==> config.mk <==
export PLATFORM = sky130hd
export DESIGN_NAME = vga_frame_reader_flat
export DESIGN_NICKNAME = d
export VERILOG_FILES = /design/src/rtl/vga_frame_reader_if.sv /design/src/rtl/vga_frame_reader.sv /design/src/flat_wrapper.sv
export SDC_FILE = /design/constraint.sdc
export NUM_CORES = 1
export LEC_CHECK = 0
export ABC_AREA = 1
export CORE_MARGIN = 2
export CORE_UTILIZATION = 45
export DETAILED_ROUTE_END_ITERATION = 16
export GPL_ROUTABILITY_DRIVEN = 0
export PLACE_DENSITY = 0.81
export SETUP_SLACK_MARGIN = 0.3
export SYNTH_ARGS = -nofsm -noshare
export SYNTH_HDL_FRONTEND = slang
export SYNTH_SLANG_ARGS = --single-unit
==> constraint.sdc <==
create_clock -name clock -period 6.5 [get_ports clock]
set_input_delay 1.3 -clock clock [delete_from_list [all_inputs] [get_ports clock]]
set_output_delay 1.3 -clock clock [all_outputs]
set_load 0.02 [all_outputs]
==> src/rtl/vga_frame_reader_if.sv <==
// VGA/writer/ZBT signal bundle for the frame reader.
// Latency: none, wires only.
// Backpressure: the writer holds wr_flag until wr_ack; the VGA side is never stalled.
interface vga_frame_reader_if #(
    parameter int MEM_W  = 36,
    parameter int ADDR_W = 19
);
    logic              frame_flag;
    logic              vga_flag;
    logic [MEM_W-1:0]  vga_pixel;
    logic              done_vga;
    logic              wr_flag;
    logic [MEM_W-1:0]  wr_data;
    logic              wr_ack;
    logic              wr_frame_done;
    logic [ADDR_W-1:0] mem_addr;
    logic              mem_we_b;
    logic [MEM_W-1:0]  mem_data_out;
    logic              mem_data_oe;
    logic [MEM_W-1:0]  mem_data_in;

    // Frame reader side.
    modport slave (
        input  frame_flag, vga_flag, wr_flag, wr_data, wr_frame_done, mem_data_in,
        output vga_pixel, done_vga, wr_ack, mem_addr, mem_we_b, mem_data_out, mem_data_oe
    );

    // VGA stage, writer and ZBT model side.
    modport master (
        output frame_flag, vga_flag, wr_flag, wr_data, wr_frame_done, mem_data_in,
        input  vga_pixel, done_vga, wr_ack, mem_addr, mem_we_b, mem_data_out, mem_data_oe
    );
endinterface

==> src/rtl/vga_frame_reader.sv <==
// ZBT port for the VGA path: arbitrates VGA reads vs. one frame writer, double-buffer bank swap.
// Latency: read data returned 2 cycles after grant; write data driven 2 cycles after grant.
// Backpressure: reads always win; a writer holds wr_flag until wr_ack, never stalls the VGA side.
module vga_frame_reader #(
    parameter int MEM_W           = 36,
    parameter int ADDR_W          = 19,
    parameter int WORDS_PER_FRAME = 153600
) (
    input logic              clock,
    input logic              reset,
    vga_frame_reader_if.slave bus
);
    localparam int OFF_W = ADDR_W - 1;
    localparam logic [OFF_W-1:0] LAST_OFF = OFF_W'(WORDS_PER_FRAME - 1);

    logic             display_bank;
    logic             swap_pending;
    logic [OFF_W-1:0] rd_ptr;
    logic [OFF_W-1:0] wr_ptr;
    logic [1:0]       rd_v;
    logic [1:0]       wv;
    logic [MEM_W-1:0] wd0;
    logic [MEM_W-1:0] wd1;
    logic [MEM_W-1:0] pixel_hold;
    logic             rd_grant;
    logic             wr_grant;

    function automatic logic [OFF_W-1:0] next_off(input logic [OFF_W-1:0] p);
        return (p == LAST_OFF) ? '0 : p + OFF_W'(1);
    endfunction

    // A vga_flag coincident with frame_flag is not a real request and is dropped.
    assign rd_grant = bus.vga_flag & ~bus.frame_flag;
    assign wr_grant = bus.wr_flag & ~rd_grant;

    // Bus drive: reader addresses the display bank, writer the back bank.
    always_comb begin
        bus.mem_addr = {display_bank, rd_ptr};
        if (wr_grant) begin
            bus.mem_addr = {~display_bank, wr_ptr};
        end
    end

    assign bus.mem_we_b     = ~wr_grant;
    assign bus.wr_ack       = wr_grant;
    assign bus.done_vga     = rd_v[1];
    assign bus.vga_pixel    = rd_v[1] ? bus.mem_data_in : pixel_hold;
    assign bus.mem_data_oe  = wv[1];
    assign bus.mem_data_out = wd1;

    // Access pipelines: track in-flight reads and carry write data to the ZBT data phase.
    always_ff @(posedge clock or posedge reset) begin
        if (reset) begin
            rd_v       <= '0;
            wv         <= '0;
            wd0        <= '0;
            wd1        <= '0;
            pixel_hold <= '0;
        end else begin
            rd_v <= {rd_v[0], rd_grant};
            wv   <= {wv[0], wr_grant};
            wd1  <= wd0;
            if (wr_grant) begin
                wd0 <= bus.wr_data;
            end
            if (rd_v[1]) begin
                pixel_hold <= bus.mem_data_in;
            end
        end
    end

    // Word pointers: advance per grant, wrap at frame end, rewind on frame boundaries.
    always_ff @(posedge clock or posedge reset) begin
        if (reset) begin
            rd_ptr <= '0;
            wr_ptr <= '0;
        end else begin
            if (bus.frame_flag) begin
                rd_ptr <= '0;
            end else if (rd_grant) begin
                rd_ptr <= next_off(rd_ptr);
            end
            // A write granted alongside wr_frame_done already used the old pointer.
            if (bus.wr_frame_done) begin
                wr_ptr <= '0;
            end else if (wr_grant) begin
                wr_ptr <= next_off(wr_ptr);
            end
        end
    end

    // Bank swap: a finished back frame becomes visible at the next VGA frame start.
    always_ff @(posedge clock or posedge reset) begin
        if (reset) begin
            display_bank <= 1'b0;
            swap_pending <= 1'b0;
        end else if (bus.frame_flag && (swap_pending || bus.wr_frame_done)) begin
            display_bank <= ~display_bank;
            swap_pending <= 1'b0;
        end else if (bus.wr_frame_done) begin
            swap_pending <= 1'b1;
        end
    end
endmodule

==> src/flat_wrapper.sv <==
// flat-port wrapper written by rule: the top's interface ports become plain ports
module vga_frame_reader_flat 
#(
    parameter int MEM_W           = 36,
    parameter int ADDR_W          = 19,
    parameter int WORDS_PER_FRAME = 153600
)
  (clock, reset, bus_frame_flag, bus_vga_flag, bus_wr_flag, bus_wr_data, bus_wr_frame_done, bus_mem_data_in, bus_vga_pixel, bus_done_vga, bus_wr_ack, bus_mem_addr, bus_mem_we_b, bus_mem_data_out, bus_mem_data_oe);
  vga_frame_reader_if #(.MEM_W(MEM_W), .ADDR_W(ADDR_W)) bus_i ();
  input logic clock;
  input logic reset;
  input wire logic [$bits(bus_i.frame_flag)-1:0] bus_frame_flag;
  input wire logic [$bits(bus_i.vga_flag)-1:0] bus_vga_flag;
  input wire logic [$bits(bus_i.wr_flag)-1:0] bus_wr_flag;
  input wire logic [$bits(bus_i.wr_data)-1:0] bus_wr_data;
  input wire logic [$bits(bus_i.wr_frame_done)-1:0] bus_wr_frame_done;
  input wire logic [$bits(bus_i.mem_data_in)-1:0] bus_mem_data_in;
  output wire logic [$bits(bus_i.vga_pixel)-1:0] bus_vga_pixel;
  output wire logic [$bits(bus_i.done_vga)-1:0] bus_done_vga;
  output wire logic [$bits(bus_i.wr_ack)-1:0] bus_wr_ack;
  output wire logic [$bits(bus_i.mem_addr)-1:0] bus_mem_addr;
  output wire logic [$bits(bus_i.mem_we_b)-1:0] bus_mem_we_b;
  output wire logic [$bits(bus_i.mem_data_out)-1:0] bus_mem_data_out;
  output wire logic [$bits(bus_i.mem_data_oe)-1:0] bus_mem_data_oe;
  assign bus_i.frame_flag = bus_frame_flag;
  assign bus_i.vga_flag = bus_vga_flag;
  assign bus_i.wr_flag = bus_wr_flag;
  assign bus_i.wr_data = bus_wr_data;
  assign bus_i.wr_frame_done = bus_wr_frame_done;
  assign bus_i.mem_data_in = bus_mem_data_in;
  assign bus_vga_pixel = bus_i.vga_pixel;
  assign bus_done_vga = bus_i.done_vga;
  assign bus_wr_ack = bus_i.wr_ack;
  assign bus_mem_addr = bus_i.mem_addr;
  assign bus_mem_we_b = bus_i.mem_we_b;
  assign bus_mem_data_out = bus_i.mem_data_out;
  assign bus_mem_data_oe = bus_i.mem_data_oe;
  vga_frame_reader #(.MEM_W(MEM_W), .ADDR_W(ADDR_W), .WORDS_PER_FRAME(WORDS_PER_FRAME)) u_core (.clock(clock), .reset(reset), .bus(bus_i));
endmodule
[After elaboration in Yosys (flattened, before gate mapping)]
Index checks and enable logic that the tools add are counted.
Word-level totals
  flip-flop bits (word level): 150
  word-level logic and storage cells: 34
  latch bits: 0
  memory bits (read-only): 0
  input bits: 78
  output and inout bits: 95
  memories: 0
  memory bits (writable): 0
Operators by class
  multipliers: 0
  multiplexer cells: 10
  $add $sub $neg: 2
  divide/modulo/power cells: 0
  eq/ne operators: 2
  reductions and logical operators: 5
  order comparisons: 0
  bitwise logic cells: 6
  shift operators: 0
Operators by type and width (number)
  $mux 18: 6
  $add 18x1->18 const B: 2
  $eq 18x18->1 const B: 2
  $mux 36: 1
  $mux 19: 1
  $reduce_bool 2->1: 3
  $not 1->1: 4
  $and 1x1->1: 2
  $mux 1: 2
  $logic_and 1x1->1: 1
  $logic_or 1x1->1: 1

[Logic depth before layout (Yosys ltp)]
Gate-level depths: netlist of the first run.
  depth after elaboration: 6
  depth in mapped cells: 10
  mapped depth without buffers: 10

[Worst setup path after synthesis of the first run]
OpenSTA, ideal clock, no wires.
  kind: input to output
  from: input port bus_frame_flag
  to: output port bus_mem_addr[10]
  stages: 7
  data arrival time: 2.219 ns
  slack: 2.981 ns
  buffers on the path: 2
  cells stage by stage: inv_2 > nand2_2 > nand2_2 > inv_4 > buf_6 > buf_4 > o21ai_1
Between the ends
  cells in the longest elaborated chain, start to end: 5
RTL lines
  start: declaration: RTL line flat_wrapper.sv:12  | input wire logic [$bits(bus_i.frame_flag)-1:0] bus_frame_flag;
  $not 1->1: RTL line vga_frame_reader.sv:33  | assign rd_grant = bus.vga_flag & ~bus.frame_flag;
  $and 1x1->1: RTL line vga_frame_reader.sv:33
  $not 1->1: RTL line vga_frame_reader.sv:34  | assign wr_grant = bus.wr_flag & ~rd_grant;
  $and 1x1->1: RTL line vga_frame_reader.sv:34
  $mux 19: RTL line vga_frame_reader.sv:39  | if (wr_grant) begin
  end: declaration: RTL line flat_wrapper.sv:21  | output wire logic [$bits(bus_i.mem_addr)-1:0] bus_mem_addr;
Every way passes these cells.

[Final worst setup path of the first run]
  from: input port bus_vga_flag
  to: output port bus_mem_addr[18]
Between the ends
  cells in the longest elaborated chain, start to end: 4
RTL lines
  start: declaration: RTL line flat_wrapper.sv:13  | input wire logic [$bits(bus_i.vga_flag)-1:0] bus_vga_flag;
  $and 1x1->1: RTL line vga_frame_reader.sv:33
  $not 1->1: RTL line vga_frame_reader.sv:34
  $and 1x1->1: RTL line vga_frame_reader.sv:34
  $mux 19: RTL line vga_frame_reader.sv:39
Every way passes these cells.

==> impl_metrics.csv, run 1 <==
group,metric,value,unit
logic_synthesis,yosys.area.top_type,"dfrtp_1",
die,core,13300,sq um
setup_path,setup.worst_path.class,"in -> out",
global_routing,grt_pass1_wl,22.9,mm
power_and_ir_drop,p_leak,3.79,nW
detailed_routing,first_iter_violations,330,
detailed_routing,drc,0,
finish,fin_nets,877,
clock_network,cts_root_buf,"clkbuf_16",
clock_network,clock-sinks,150,
sta,tightest_slew,844,ps
setup_path,crit_chain,"clkdlybuf4s50_1 > nand2_2 > nand2_2 > buf_4 > xor2_1 > clkdlybuf4s50_1",
status,status,"completed",
setup_path,cp_num_cells,6,
global_routing,grt_pass1_vias,4516,
detailed_routing,routed_wl,14.6,mm
logic_synthesis,yosysWarnings,0,
sta,min_period,4780,ps
clock_network,clockBufferDepth,2,
die,dieWidth,121,microns
global_routing,track_usage,20.3,%
clock_network,post-cts-setup-buffers,0,
logic_synthesis,netlist_area,6200,sq um
clock_network,cts_buffers,17,
sta,max_freq,0.209,GHz
sta,final_hold_viol_count,0,
worst_hold_path,whs_path_depth,0,
detailed_routing,viasPerCell,4.90,
clock_network,clk_pin_slew,60,ps
logic_synthesis,ys_top_cells_by_area,"dfrtp_1 61%, nand2_1 13%, mux2_2 6.5%",
die,ioPinCount,173,
sta,rsz0062_at_grt,"no",
die,start_util,46.5,%
die,die_area,14700,sq um
finish,drive_above_1_share,11.5,%
worst_hold_path,min-delay-path-class,"reg -> reg",
clock_network,cts.repair.resized,0,
setup_path,cp.required,5200,ps
sta,clock_skew,6.42,ps
setup_path,cp_top_family,"buffers and inverters",
clock_network,cts_tree,"yes",
clock_network,cts_hold_buf,0,
global_routing,overflow,0,
power_and_ir_drop,power_per_cell_area,275,nW/um^2
logic_synthesis,synthCells,624,
logic_synthesis,synth_cell_types,30,
logic_synthesis,yosys.area.top_type_share,60.5,%
power_and_ir_drop,peakVddDrop,0.143,mV
finish,post-route-util,64.4,%
logic_synthesis,avgSynthCellArea,9.94,sq um
setup_path,reg2regPathDepth,6,
global_routing,grt_max_degree,96,
setup_path,cp.arrival,3480,ps
die,die_h,121,microns
die,rows,42,
detailed_routing,vias,4836,
clock_network,htree_levels,4,
setup_path,cpPeakStageDelay,650,ps
sta,report.final.slew_viol_count,0,
finish,antenna_cells,0,
setup_path,start_kind,"primary input",
job,maxCapViolCount,0,
setup_path,cpMaxStageDelayCell,"clkdlybuf4s50_1",
sta,post-route-period-util,73.6,%
logic_synthesis,yosys_register_bits,150,
sta,relSlewSlack,43.7,%
finish,syn_to_final_growth,38.5,%
clock_network,clk_latency,410,ps
detailed_routing,detail-route-antenna-nets,0,
sta,finalSetupViolCount,0,
detailed_routing,drt_pass1_iterations,4,
placed_design,io_buffers,172,
logic_synthesis,yosysSeqAreaShare,60.5,%
placed_design,dp_hpwl,10.1,mm
setup_path,path_max_fanout,60,
detailed_routing,wl_per_cell,14.8,microns
logic_synthesis,syn_nets,704,
global_routing,antenna_found_initial,0,
setup_path,crit_buf_inv,3,
setup_path,endpoint_kind,"output port",
finish,nFillCells,1042,
sta,fin_setup_tns,0,ps
==> worst register-to-register path, delay by kind of cell (launching register included) <==
kind                     cells  cell delay (ps)
flip-flops                   1              420
adder cells (fa/ha/maj)      1              240
AO/OA/AOI/OAI                2              670
AND/OR/NAND/NOR              3              400
==> report_power, final <==
part / total, mW / switching, mW / internal (mW)
clock: 0.898 / 0.402 / 0.496
combinational: 0.409 / 0.210 / 0.199
sequential: 1.06 / 0.0331 / 1.03
total: 2.37 / 0.645 / 1.72
==> kinds of logic (layout without fill, tap and decap cells) <==
family | Yosys count | after routing | share of synthesized area (%)
AOI/OAI and AO/OA | 50 | 50 | 4.24
xor gates and xnor gates | 23 | 23 | 3.25
adders and majority gates | 2 | 2 | 0.403
buffers and inverters | 64 | 250 | 4.72
DFF | 150 | 150 | 60.5
muxes | 36 | 36 | 6.53
and+or+nand+nor | 299 | 299 | 20.4
==> cell type report <==
| type | instances | area [sq um] | share of cell area, % |
|---|---|---|---|
| Timing Repair Buffer | 175 | 1740 | 20.3 |
| Inverter | 43 | 171 | 2.00 |
| Clock buffer | 18 | 429 | 4.99 |
| Clock inverter | 14 | 116 | 1.35 |
| Multi-Input combinational cell | 410 | 2160 | 25.1 |
| Tap cell | 176 | 220 | 2.56 |
| Sequential cell | 150 | 3750 | 43.7 |
==> cell usage after synthesis, drive strengths merged <==
master,number
nor3,1
o22ai,7
buf,16
nand3,19
mux2,36
xnor2,1
xor2,22
ha,2
or2,1
o21ai,38
nand4,14
inv,42
nand2,223
clkbuf,5
dfrtp,150
nor2,41
clkinv,1
a21oi,5
==> stage by stage <==
step	area [sq um]	hold slack, ps	total power, mW	worst slack (ps)	cells
after floorplan	6200	331	1.27	1160	624
after global placement	8050	333	1.48	1780	954
after detailed placement	8050	340	1.49	1750	954
after CTS	8590	354	2.39	1720	986
after global routing	8590	365	2.47	1550	986
final	8590	350	2.37	1720	986
==> metal layers <==
metal  vias to the layer above  track usage (%)  part of all wire (%)
met5                         -                0                     0
met4                         0             9.27                   2.7
met1                      2280             25.5                    41
met2                       187             32.4                    47
met3                        28             6.06                   8.6
li1                       2341                -                     -
==> worst paths after layout <==
path | start | to | slack (ps)
max | bus_vga_flag | bus_mem_addr[18] | 1720
min | u_core.rd_v[0] | u_core.rd_v[1] | 350
max reg2reg | u_core.rd_ptr[0] | u_core.rd_ptr[11] | 4630
min reg2reg | u_core.rd_v[0] | u_core.rd_v[1] | 350
max in group asynchronous | reset | u_core.wd0[17] | 3830
min in group asynchronous | reset | u_core.wd0[30] | 1420
==> sequential cells by signal, indices dropped and copies added (netlist names) <==
name	count
u_core.display_bank	1
u_core.wd0	36
u_core.swap_pending	1
u_core.rd_ptr	18
u_core.bus.mem_data_out	36
u_core.rd_v	2
u_core.wv	2
u_core.pixel_hold	36
u_core.wr_ptr	18
==> cell usage in the layout (no fill, tap or decap), types with 4 or more instances in the layout <==
| master | netlist | routed |
|---|---|---|
| inv_1 | 38 | 37 |
| o22ai_1 | 7 | 7 |
| clkdlybuf4s50_1 | 0 | 172 |
| clkbuf_16 | 0 | 17 |
| nor2_4 | 4 | 4 |
| a21oi_1 | 5 | 5 |
| clkinv_4 | 0 | 4 |
| o21ai_1 | 11 | 11 |
| nand2_2 | 6 | 6 |
| dfrtp_1 | 150 | 150 |
| inv_6 | 0 | 5 |
| nor2_1 | 34 | 34 |
| nand2_1 | 216 | 216 |
| nand3_1 | 17 | 17 |
| o21ai_0 | 26 | 26 |
| xor2_1 | 22 | 22 |
| mux2_2 | 36 | 36 |
| clkinvlp_4 | 0 | 4 |
| nand4_1 | 14 | 14 |
Note: power is estimated with default switching activity, not from simulation.
==> run 2, diff against run 1 <==
Clock period 6.5 ns to 4.8 ns, I/O delays scaled along.
==> impl_metrics.csv, run 2 (synthesized netlist as in run 1, its figures left out) <==
group,metric,value,unit
power_and_ir_drop,power.net_switching,826,uW
sta,final_hold_viol_count,0,
sta,relSlewSlack,47.0,%
setup_path,cp.required,3840,ps
detailed_routing,drc,0,
power_and_ir_drop,p_comb_share,16.9,%
setup_path,endpoint_kind,"output port",
placed_design,dp_hpwl,10.8,mm
sta,min_period,3960,ps
setup_path,cp.arrival,3000,ps
status,status,"completed",
clock_network,cts_hold_buf,0,
worst_hold_path,min_from,"u_core.rd_v[0]",
die,die_h,121,microns
setup_path,setup.worst_path.class,"in -> out",
worst_hold_path,whs_path_depth,0,
global_routing,grt_pass1_vias,4640,
die,die_area,14700,sq um
sta,report.final.slew_viol_count,0,
sta,rsz0062_at_grt,"no",
finish,nFillCells,1084,
clock_network,cts.repair.resized,0,
power_and_ir_drop,p_leak,3.83,nW
power_and_ir_drop,power_per_cell_area,380,nW/um^2
setup_path,path_max_fanout,29,
clock_network,cts_root_buf,"clkbuf_16",
finish,syn_to_final_growth,39.6,%
global_routing,grt_max_degree,84,
detailed_routing,detail-route-antenna-nets,0,
die,core,13300,sq um
die,ioPinCount,173,
sta,max_freq,0.253,GHz
sta,setup_slack,841,ps
clock_network,clk_pin_slew,60,ps
clock_network,clockBufferDepth,2,
die,start_util,46.5,%
placed_design,place_inst,957,
setup_path,r2r_end,"u_core.rd_ptr[11]",
sta,clock_skew,7.83,ps
setup_path,cp-startpoint,"bus_frame_flag",
placed_design,place_ws,869,ps
clock_network,clk_latency,410,ps
setup_path,ff2ff_setup_slack,3010,ps
finish,most-common-layout-cells,"216 x nand2_1, 172 x clkdlybuf4s50_1, 150 x dfrtp_1",
finish,final_common_cell,"nand2_1",
setup_path,start_kind,"primary input",
detailed_routing,viasPerCell,4.87,
finish,antenna_cells,0,
sta,post-route-period-util,82.5,%
detailed_routing,wl_per_cell,15.2,microns
placed_design,io_buffers,172,
detailed_routing,routed_wl,15.0,mm
worst_hold_path,hold_end,"u_core.rd_v[1]",
clock_network,htree_levels,4,
finish,drive_above_1_share,11.3,%
clock_network,cts_buffers,17,
global_routing,antenna_found_initial,0,
worst_hold_path,min-delay-path-class,"reg -> reg",
clock_network,post-cts-setup-buffers,0,
power_and_ir_drop,p_int,2.47,mW
setup_path,reg2regPathDepth,6,
power_and_ir_drop,pwr-share-seq,43.6,%
power_and_ir_drop,power_frac_clock,39.5,%
global_routing,grt_pass1_wl,23.6,mm
clock_network,cts_tree,"yes",
power_and_ir_drop,power,3.29,mW
detailed_routing,vias,4807,
global_routing,track_usage,20.8,%
finish,fin_nets,880,
die,rows,42,
sta,tightest_slew,794,ps
setup_path,r2r-start,"u_core.rd_ptr[0]",
die,dieWidth,121,microns
sta,finalSetupViolCount,0,
global_routing,overflow,0,
power_and_ir_drop,peakVddDrop,0.350,mV
finish,post-route-util,64.9,%
clock_network,clock-sinks,150,
job,maxCapViolCount,0,
detailed_routing,drt_pass1_iterations,4,
detailed_routing,first_iter_violations,353,
sta,fin_setup_tns,0,ps
power_and_ir_drop,swShare,25.1,%
finish,fin_cells,988,
[run 2: final cells by class]
type                    instances  area, sq um  area share, %
well taps                     176          220           2.54
clock inverters                 7         95.1           1.10
clock buffers                  24          482           5.56
multi-input cells             410         2160           24.9
flip-flops and latches        150         3750           43.4
inverters                      43          170           1.97
repair buffers                178         1780           20.6
[run 2: metrics by stage]
stage          instance area (sq um)  hold WS, ps
6_report                        8660          348
2_1_floorplan                   6210          331
3_3_place_gp                    8080          333
5_1_grt                         8660          355
3_5_place_dp                    8080          337
4_1_cts                         8660          350
[run 2: worst max-delay path: stages]
cell and delay, ps:
clkdlybuf4s50_1 530, inv_2 80, nand2_2 90, nand2_2 170, inv_4 300, nand2_1 110, o21ai_1 110, clkdlybuf4s50_1 630
[run 2: per-layer routing]
layer,vias to the layer above,share of wire [%],track usage [%],wire length (microns)
met2,172,48,34.4,7240
met1,2271,42,26.4,6320
met5,-,0,0,0
met3,20,7.7,5.64,1150
met4,0,1.9,7.69,285
li1,2344,-,-,-
[run 2: power by group through the flow]
| stage | combinational (mW) | clock (mW) | sequential (mW) |
|---|---|---|---|
| after floorplan | 0.231 | 0 | 1.49 |
| after global placement | 0.556 | 0 | 1.45 |
| after detailed placement | 0.563 | 0 | 1.46 |
| after CTS | 0.566 | 1.33 | 1.44 |
| after global routing | 0.599 | 1.38 | 1.45 |
| final | 0.557 | 1.30 | 1.44 |
[run 2: how the worst max path moves through the flow]
stage,end,slack (ps)
after floorplan,u_core.bus.mem_data_out[0],1950
after global placement,bus_mem_addr[0],910
after detailed placement,bus_mem_addr[0],870
after CTS,bus_mem_addr[0],850
after global routing,bus_mem_addr[0],660
final,bus_mem_addr[0],840
==> run 3, diff against run 2 <==
Settings changed: CORE_UTILIZATION 45 to 43.
Clock period 4.8 ns to 3.41 ns, I/O delays scaled along.
==> impl_metrics.csv, run 3 (synthesized netlist as in run 1, its figures left out) <==
group,metric,value,unit
clock_network,post-cts-setup-buffers,0,
global_routing,grt_pass1_vias,4835,
power_and_ir_drop,peakVddDrop,0.304,mV
placed_design,place_ws,189,ps
finish,antenna_cells,0,
detailed_routing,drt_pass1_iterations,4,
finish,fin_nets,885,
setup_path,setup.worst_path.class,"in -> out",
clock_network,clock-sinks,150,
finish,syn_to_final_growth,40.9,%
global_routing,track_usage,20.4,%
global_routing,grt_max_degree,64,
power_and_ir_drop,power,4.71,mW
sta,rsz0062_at_grt,"no",
placed_design,placed_cell_area,8150,sq um
die,die_h,124,microns
placed_design,io_buffers,172,
status,status,"completed",
sta,relSlewSlack,45.2,%
setup_path,cp.required,2730,ps
detailed_routing,detail-route-antenna-nets,0,
finish,post-route-util,62.5,%
detailed_routing,routed_wl,15.1,mm
die,rows,43,
finish,final_common_cell,"nand2_1",
clock_network,htree_levels,4,
sta,max_freq,0.341,GHz
die,ioPinCount,173,
power_and_ir_drop,power_per_cell_area,539,nW/um^2
sta,report.final.slew_viol_count,0,
clock_network,cts_hold_buf,0,
sta,finalSetupViolCount,0,
clock_network,clk_pin_slew,60,ps
clock_network,cts.repair.resized,19,
detailed_routing,wl_per_cell,15.2,microns
sta,whs,350,ps
finish,nFillCells,1159,
placed_design,place_inst,966,
worst_hold_path,min-delay-path-class,"reg -> reg",
sta,min_period,2940,ps
setup_path,cp.arrival,2250,ps
clock_network,cts_tree,"yes",
die,start_util,44.3,%
finish,most-common-layout-cells,"216 x nand2_1, 151 x clkdlybuf4s50_1, 150 x dfrtp_1",
die,die_area,15400,sq um
clock_network,clk_latency,410,ps
sta,tightest_slew,820,ps
placed_design,dp_hpwl,10.8,mm
setup_path,endpoint_kind,"output port",
sta,fin_setup_tns,0,ps
clock_network,cts_buffers,17,
sta,final_hold_viol_count,0,
sta,post-route-period-util,86.1,%
sta,clock_skew,5.31,ps
detailed_routing,drc,0,
job,maxCapViolCount,0,
finish,postLayoutCellArea,8740,sq um
detailed_routing,viasPerCell,4.91,
clock_network,clockBufferDepth,2,
worst_hold_path,whs_path_depth,0,
finish,fin_cells,997,
sta,setup_slack,475,ps
die,core,14000,sq um
power_and_ir_drop,p_leak,3.99,nW
global_routing,grt_pass1_wl,24.0,mm
detailed_routing,vias,4898,
die,dieWidth,124,microns
finish,drive_above_1_share,12.4,%
setup_path,path_max_fanout,32,
global_routing,overflow,0,
setup_path,reg2regPathDepth,6,
clock_network,cts_root_buf,"clkbuf_16",
setup_path,start_kind,"primary input",
detailed_routing,first_iter_violations,326,
global_routing,antenna_found_initial,0,
run 3: worst paths after layout:
check                                  from                    end  slack, ps
min reg2reg                    u_core.wv[0]           u_core.wv[1]        350
min                            u_core.wv[0]           u_core.wv[1]        350
max reg2reg                u_core.rd_ptr[0]      u_core.rd_ptr[11]       1630
max                          bus_frame_flag        bus_mem_addr[3]        470
min in group asynchronous             reset  u_core.pixel_hold[26]        770
max in group asynchronous             reset         u_core.wd0[18]       1880
run 3: cell type report:
type,instances,area (sq um),area share (%)
well taps,180,225,2.58
repair buffers,183,1830,20.9
clock inverters,12,153,1.75
clock buffers,19,453,5.18
flip-flops and latches,150,3750,42.9
inverters,43,173,1.98
multi-input cells,410,2160,24.7
run 3: metal layers:
layer  vias up  global-route usage [%]  share of wire [%]
met4         0                    7.58                1.7
met3        20                    6.14                 10
met1      2322                    25.6                 41
met5         -                       0                  0
li1       2347                       -                  -
met2       209                    33.2                 47
run 3: power breakdown:
| part | total [mW] | switching, mW | internal [mW] |
|---|---|---|---|
| Sequential | 2.02 | 0.0660 | 1.96 |
| Combinational | 0.787 | 0.402 | 0.385 |
| Clock | 1.90 | 0.717 | 1.18 |
| Total | 4.71 | 1.18 | 3.52 |
run 3: critical path, cell delays in order:
cell and delay, ps:
clkdlybuf4s50_1 530, inv_2 90, nand2_2 100, nand2_2 110, buf_12 190, o21ai_0 180, dlygate4sd2_1 360
